## src/rtl/pipe_hazard_ctrl.sv

```systemverilog
// ID/EX sequencing controller: load-use bubble, multi-cycle MUL hold, taken-branch squash.
// Optional stall/flush counters are compiled in with `define HAZARD_PERF_CNT_EN.
module pipe_hazard_ctrl #(
    parameter int MUL_LATENCY = 4,
    parameter int CNT_W       = 4
) (
    input  logic       clk,
    input  logic       rst_n,
    input  logic       idex_mem_read,
    input  logic [4:0] idex_rd,
    input  logic [4:0] ifid_rn,
    input  logic [4:0] ifid_rm,
    input  logic       ifid_uses_rm,
    input  logic       ex_mul_issue,
    input  logic       mem_branch_taken,
    output logic       pc_write,
    output logic       ifid_write,
    output logic       idex_write,
    output logic       idex_bubble,
    output logic       exmem_bubble,
    output logic       ifid_flush,
`ifdef HAZARD_PERF_CNT_EN
    output logic [31:0] loaduse_stalls_o,
    output logic [31:0] mul_stall_cycles_o,
    output logic [31:0] flushes_o,
`endif
    output logic [1:0] state_o
);

    typedef enum logic [1:0] {RUN = 2'd0, MUL_WAIT = 2'd1, FLUSH = 2'd2} state_t;

    state_t             state;
    logic [CNT_W-1:0]   mul_cnt;
    logic               load_use;

    // XZR reads as zero, so a load targeting X31 never feeds anything.
    assign load_use = idex_mem_read && (idex_rd != 5'd31) &&
                      ((idex_rd == ifid_rn) || (ifid_uses_rm && (idex_rd == ifid_rm)));

    always_comb begin
        pc_write     = 1'b1;
        ifid_write   = 1'b1;
        idex_write   = 1'b1;
        idex_bubble  = 1'b0;
        exmem_bubble = 1'b0;
        ifid_flush   = 1'b0;
        state_o      = state;
        if (!rst_n) begin
            pc_write     = 1'b0;
            ifid_write   = 1'b0;
            idex_write   = 1'b0;
            idex_bubble  = 1'b1;
            exmem_bubble = 1'b1;
            ifid_flush   = 1'b1;
            state_o      = 2'd0;
        end else begin
            case (state)
                RUN: begin
                    if (mem_branch_taken) begin
                        ifid_flush   = 1'b1;
                        idex_bubble  = 1'b1;
                        exmem_bubble = 1'b1;
                    end else if (ex_mul_issue) begin
                        pc_write     = 1'b0;
                        ifid_write   = 1'b0;
                        idex_write   = 1'b0;
                        exmem_bubble = 1'b1;
                    end else if (load_use) begin
                        pc_write    = 1'b0;
                        ifid_write  = 1'b0;
                        idex_bubble = 1'b1;
                    end
                end
                MUL_WAIT: begin
                    if (mem_branch_taken) begin
                        ifid_flush   = 1'b1;
                        idex_bubble  = 1'b1;
                        exmem_bubble = 1'b1;
                    end else if (mul_cnt != '0) begin
                        pc_write     = 1'b0;
                        ifid_write   = 1'b0;
                        idex_write   = 1'b0;
                        exmem_bubble = 1'b1;
                    end
                end
                FLUSH: begin
                    ifid_flush  = 1'b1;
                    idex_bubble = 1'b1;
                end
                default: ;
            endcase
        end
    end

    // The hold that takes mul_cnt from 1 to 0 is the last one: the FSM is back in
    // RUN on the next cycle, so MUL_LATENCY-1 hold cycles including the issue cycle.
    always_ff @(posedge clk or negedge rst_n) begin
        if (!rst_n) begin
            state   <= RUN;
            mul_cnt <= '0;
        end else begin
            case (state)
                RUN: begin
                    if (mem_branch_taken) begin
                        state <= FLUSH;
                    end else if (ex_mul_issue) begin
                        mul_cnt <= CNT_W'(MUL_LATENCY - 2);
                        state   <= MUL_WAIT;
                    end
                end
                MUL_WAIT: begin
                    if (mem_branch_taken) begin
                        mul_cnt <= '0;
                        state   <= FLUSH;
                    end else if (mul_cnt == '0) begin
                        state <= RUN;
                    end else begin
                        mul_cnt <= mul_cnt - 1'b1;
                        if (mul_cnt == CNT_W'(1))
                            state <= RUN;
                    end
                end
                FLUSH:   state <= RUN;
                default: state <= RUN;
            endcase
        end
    end

`ifdef HAZARD_PERF_CNT_EN
    logic lu_evt, mul_evt, flush_evt;

    assign lu_evt    = (state == RUN) && !mem_branch_taken && !ex_mul_issue && load_use;
    assign mul_evt   = ((state == RUN) && !mem_branch_taken && ex_mul_issue) ||
                       ((state == MUL_WAIT) && !pc_write);
    assign flush_evt = (state == RUN) && mem_branch_taken;

    always_ff @(posedge clk or negedge rst_n) begin
        if (!rst_n) begin
            loaduse_stalls_o   <= '0;
            mul_stall_cycles_o <= '0;
            flushes_o          <= '0;
        end else begin
            if (lu_evt && (loaduse_stalls_o != '1))
                loaduse_stalls_o <= loaduse_stalls_o + 32'd1;
            if (mul_evt && (mul_stall_cycles_o != '1))
                mul_stall_cycles_o <= mul_stall_cycles_o + 32'd1;
            if (flush_evt && (flushes_o != '1))
                flushes_o <= flushes_o + 32'd1;
        end
    end
`endif

endmodule

```

## config.mk

```make
export PLATFORM = sky130hd
export DESIGN_NAME = pipe_hazard_ctrl
export DESIGN_NICKNAME = d
export VERILOG_FILES = /design/src/rtl/pipe_hazard_ctrl.sv
export SDC_FILE = /design/constraint.sdc
export NUM_CORES = 1
export LEC_CHECK = 0
export BUFFER_PORTS_ARGS = -buffer_cell sky130_fd_sc_hd__buf_2
export CORE_AREA = 5 5 42 44
export DETAILED_ROUTE_END_ITERATION = 8
export DIE_AREA = 0 0 47 49
export PLACE_DENSITY_LB_ADDON = 0.2
export SLEW_MARGIN = 10
export SYNTH_ARGS = -nofsm -noshare
export SYNTH_HDL_FRONTEND = slang
export SYNTH_SLANG_ARGS = --single-unit
```

## constraint.sdc

```tcl
create_clock -name clk -period 4.14 [get_ports clk]
set_input_delay 0.207 -clock clk [delete_from_list [all_inputs] [get_ports clk]]
set_output_delay 0.207 -clock clk [all_outputs]
set_load 0.02 [all_outputs]
```

; ---- Word-level counts from Yosys, hierarchy flattened
; Index checks and enable logic that the tools add are counted.
[word_totals]
register_bits = 6
out_inout_bits = 8
[classes]
addsub = 1
n_mux = 37
reduce_logical = 11
n_eq_ne = 11
[op_table]
columns = cell, n
row1 = 2-to-1 mux 1 bit, 20
row2 = 2-to-1 mux 4 bit, 4
row3 = 2-to-1 mux 2 bit, 6
row4 = equality test 5 bit, 2
row5 = case mux 1 bit (2 select lines), 4
row6 = case mux 4 bit (2 select lines), 1
row7 = != test 3 bit (second input constant), 2
row8 = != test 5 bit (second input constant), 1
row9 = equality test 4 x 1 -> 1 bit (second input constant), 1
row10 = logical NOT 4 bit, 1
row11 = != test 2 bit (second input constant), 2
row12 = != test 4 bit (second input constant), 1
row13 = case mux 2 bit (2 select lines), 1
row14 = AND reduction 4 bit, 1
row15 = nonzero test 4 bit, 1
row16 = subtractor 4 x 1 -> 4 bit (second input constant), 1
row17 = logical AND 1 bit, 3
row18 = case mux 1 bit (3 select lines), 1
row19 = equality test 2 x 1 -> 1 bit (second input constant), 1
row20 = equality test 2 bit (second input constant), 1
row21 = logical NOT 2 bit, 1
row22 = AND reduction 2 bit, 1
row23 = nonzero test 2 bit, 1
row24 = OR reduction 2 bit, 1
row25 = logical OR 1 bit, 1

; ---- Logic depth before layout (Yosys ltp)
[depth]
depth_word = 9
depth_mapped = 6
mapped_depth_nobuf = 6

; ---- Least setup slack after synthesis
; No wires, ideal clock.
[synth_path]
kind = reg2out
start = reg state[0]
end = out pc_write
setup_slack_ps = 2138
n_path_buf = 2
t_arrival_ps = 1795
stages_incl_launch_ff = 6
cell_sequence = dfrtp_1 -> buf_6 -> or2_2 -> a31oi_1 -> o31a_1 -> buf_4
[synth_between]
elab_chain_len = 3
elab_cells_between_ends = 4
classes_between = 1 x eq/ne / 2 x mux / 1 x reduce/logical
[synth_rtl]
columns = item, line
row1 = "start, declared", 32  ; state_t state;
row2 = "start signal, assigned", 99  ; state <= RUN;
row3 = "start signal, assigned", 105  ; state <= FLUSH;
row4 = "start signal, assigned", 108  ; state <= MUL_WAIT;
row5 = equality test 2 x 1 -> 1 bit / logical NOT 2 bit (equally long branches), -
row6 = case mux 1 bit (2 select lines) (*), -
row7 = 2-to-1 mux 1 bit (*), -
row8 = "end, declared", 16  ; output logic pc_write,
; Mark *: on every way between the ends. The rest lies on a longest branch, timed or not.

; ---- Worst setup path after layout
[layout_path]
start = reg state[0]
end = out idex_bubble
[layout_between]
elab_chain_len = 3
elab_cells_between_ends = 5
classes_between = 2 x eq/ne / 2 x mux / 1 x reduce/logical
[layout_rtl]
columns = item, line
row1 = equality test 2 bit (tied with other cells), 57  ; case (state)
row2 = case mux 1 bit (3 select lines) (*), 57
row3 = 2-to-1 mux 1 bit (*), 48  ; if (!rst_n) begin
row4 = "end, declared", 19  ; output logic idex_bubble,
; Marks and branches as above.

==> flow_metrics.env <==
export IMPL_status="completed"
export IMPL_synth_commonest_cells="9 x xor2_1, 6 x dfrtp_1, 6 x nor2_1, 4 x inv_1, 4 x nand2_1"
export IMPL_slew_headroom_pct=76.8
export IMPL_start_util_pct=43.4
export IMPL_hold_violations=0
export IMPL_crit_type="reg -> out"
export IMPL_cp_max_fo=10
export IMPL_setup_violations_final=0
export IMPL_avgSynthCellArea_um2=8.69
export IMPL_fin_setup_tns_ps=0
export IMPL_max_stage_delay_ps=490
export IMPL_routed_via_density=5.30
export IMPL_syn_area_um2=608
export IMPL_synth_most_common_cell="xor2_1"
export IMPL_fp_dieH_um=49
export IMPL_gp_congestion=0.812
export IMPL_fmax_mhz=515
export IMPL_crit_slowest_cell="dfrtp_1"
export IMPL_drv_slew=0
export IMPL_synth_edf_count=0
export IMPL_r2r_setup_slack_ps=2370
export IMPL_maxCapViolations=0
export IMPL_numPortBuffers=28
export IMPL_grt_max_degree=14
export IMPL_dp_hpwl_mm=1.14
export IMPL_synthFlopType="dfrtp_1"
export IMPL_place_ws_ps=2390
export IMPL_fin_crit_sh_pct=46.9
export IMPL_cp_end_kind="primary output"
export IMPL_cts_tree="yes"
export IMPL_antenna_cells=0
export IMPL_max_clock_path_buffers=2
export IMPL_synthesis_nets=94
export IMPL_period_minus_slack_ps=1940
export IMPL_power_total_w=0.000211
export IMPL_coreArea_um2=1400
export IMPL_drive_gt1_share_pct=37.4
export IMPL_fillCellCount=141
export IMPL_yosysWarnings=0
export IMPL_syn_to_final_growth_pct=28.0
export IMPL_via_count=609
export IMPL_yosysSeqAreaShare_pct=24.7
export IMPL_wl_mm=1.40
export IMPL_first_pass_iters=2
export IMPL_crit_start="state[0]"
export IMPL_dr_wl_met3_um=97
export IMPL_grt_usage_pct=14.3
export IMPL_synth_area_leader_cell="dfrtp_1"
export IMPL_skew_ps=5.32
export IMPL_min_to="state[1]"
export IMPL_dieArea_um2=2300
export IMPL_cp_cell_sequence="or2_2, o41ai_1, buf_2"
export IMPL_ys_ff_latch=6
export IMPL_rows=14
export IMPL_dieWidth_um=47
export IMPL_ios=29
export IMPL_crit_required_ps=3930
export IMPL_maxUsedRoutingLayer="met4"
export IMPL_cts_made_buffers=3
export IMPL_cts_setup_buffers=0
export IMPL_worstMarginPinSlew_ps=347
export IMPL_cts_root_buffer="clkbuf_4"
export IMPL_start_kind="flip-flop"
export IMPL_cp_arrival_ps=1730
export IMPL_hold_start="mem_branch_taken"
export IMPL_regToRegStartpoint="state[0]"
export IMPL_hold_class="in -> reg"
export IMPL_wl_met2_um=669
export IMPL_ys_async_sr_fraction_pct=100
export IMPL_drc=0
export IMPL_cts_sinks=6
export IMPL_cts_max_level=1
export IMPL_ys_types=37
export IMPL_antenna_found_initial=0
export IMPL_r2r_end="mul_cnt[3]"
export IMPL_r2r_cells=4
export IMPL_rsz0062_at_grt="false"
export IMPL_grt_pass1_vias=578
export IMPL_syn_inst=70
export IMPL_drtIter0Drc=8
export IMPL_clock_latency_ps=250
export IMPL_whs_path_depth=2
export IMPL_nets=125
export IMPL_met1Wirelength_um=614
export IMPL_irDropWorstVdd_uv=153
export IMPL_wl_per_cell_um=12.2
export IMPL_clk_pin_slew_worst_paths_ps=50
export IMPL_power_density_nw_per_um2=271
export IMPL_grt_overflow=0
export IMPL_ant_nets=0
export IMPL_timing_final_ws_setup_ps=2200
export IMPL_leakage_nw=0.390
export IMPL_synth_top_cell_area_share_pct=24.7
export IMPL_grt_pass1_wl_mm=2.36
export IMPL_yosys_top_cells_area="dfrtp_1 25%, xor2_1 13%, ha_1 6.2%, nor2_1 3.7%, mux2i_1 3.3%"
[worst max path at each step]
stage	slack [ps]	to
4_1_cts	2180	idex_bubble
5_1_grt	2100	pc_write
3_3_place_gp	2390	mul_cnt[3]
2_1_floorplan	2140	pc_write
3_5_place_dp	2390	mul_cnt[3]
6_report	2200	idex_bubble
[stage by stage]
step | utilization (%) | hold slack (ps) | cell area [um2] | cells
floorplan | - | -88.6 | 608 | 70
global placement | 53.2 | 67.3 | 746 | 111
detailed placement | 53.2 | 68.3 | 746 | 111
CTS | 55.5 | 270 | 778 | 115
global route | 55.5 | 280 | 778 | 115
finish | 55.5 | 279 | 778 | 115
[flip-flops by register name (all words and copies together) (netlist names)]
name / cells
state: 2
mul_cnt: 4
[cells by family after synthesis]
| family | share of synthesized area, % |
|---|---|
| AO/OA/AOI/OAI | 18.3 |
| XOR/XNOR | 14.4 |
| adder cells (fa/ha/maj) | 6.17 |
| buffers and inverters | 6.17 |
| flip-flops | 24.7 |
| multiplexers | 3.29 |
| AND/OR/NAND/NOR | 27.0 |
[power by group]
part / total (W) / switching, W / internal (W) / leakage, nW
clock: 0.0000563 / 0.0000234 / 0.0000330 / 0.0138
sequential: 0.0000779 / 0.0000108 / 0.0000671 / 0.0756
combinational: 0.0000763 / 0.0000406 / 0.0000357 / 0.300
total: 0.000211 / 0.0000748 / 0.000136 / 0.390
[layer usage]
metal  global-route usage, %  vias to the layer above
met5                       0                        -
met4                    9.68                        0
met3                    2.21                        2
met2                    21.9                       20
met1                    17.5                      279
li1                        -                      308
[placed cells by master, fill, tap and decap left out, types with 2 or more instances in the layout]
cell type	count
a21o_2	2
nor2_1	6
nand2_1	4
mux2i_1	2
clkbuf_4	3
ha_1	3
dfrtp_1	6
inv_1	4
buf_2	28
nor3b_1	2
xor2_1	9
and2_1	2
nand3_1	2
o21ai_0	3
[final cells by class]
type	count	area, um2	area share [%]
Multi-Input combinational cell	57	420	54.0
Sequential cell	6	150	19.3
Timing Repair Buffer	29	150	19.3
Clock buffer	3	22.5	2.89
Tap cell	16	20.0	2.57
Inverter	4	15.0	1.93
[critical path, delay by kind of cell (launching register included)]
| kind | cells | cell delay [ps] |
|---|---|---|
| AOI/OAI and AO/OA | 1 | 380 |
| buffers and inverters | 1 | 230 |
| DFF | 1 | 490 |
| and+or+nand+nor | 1 | 380 |
[what timing repair did]
| item | 4_1_cts | 5_1_grt |
|---|---|---|
| resized for setup | 0 | 0 |
| hold buffers | 1 | 0 |
| hold endpoints to repair | 6 | 0 |
(Power assumes the default switching activity.)
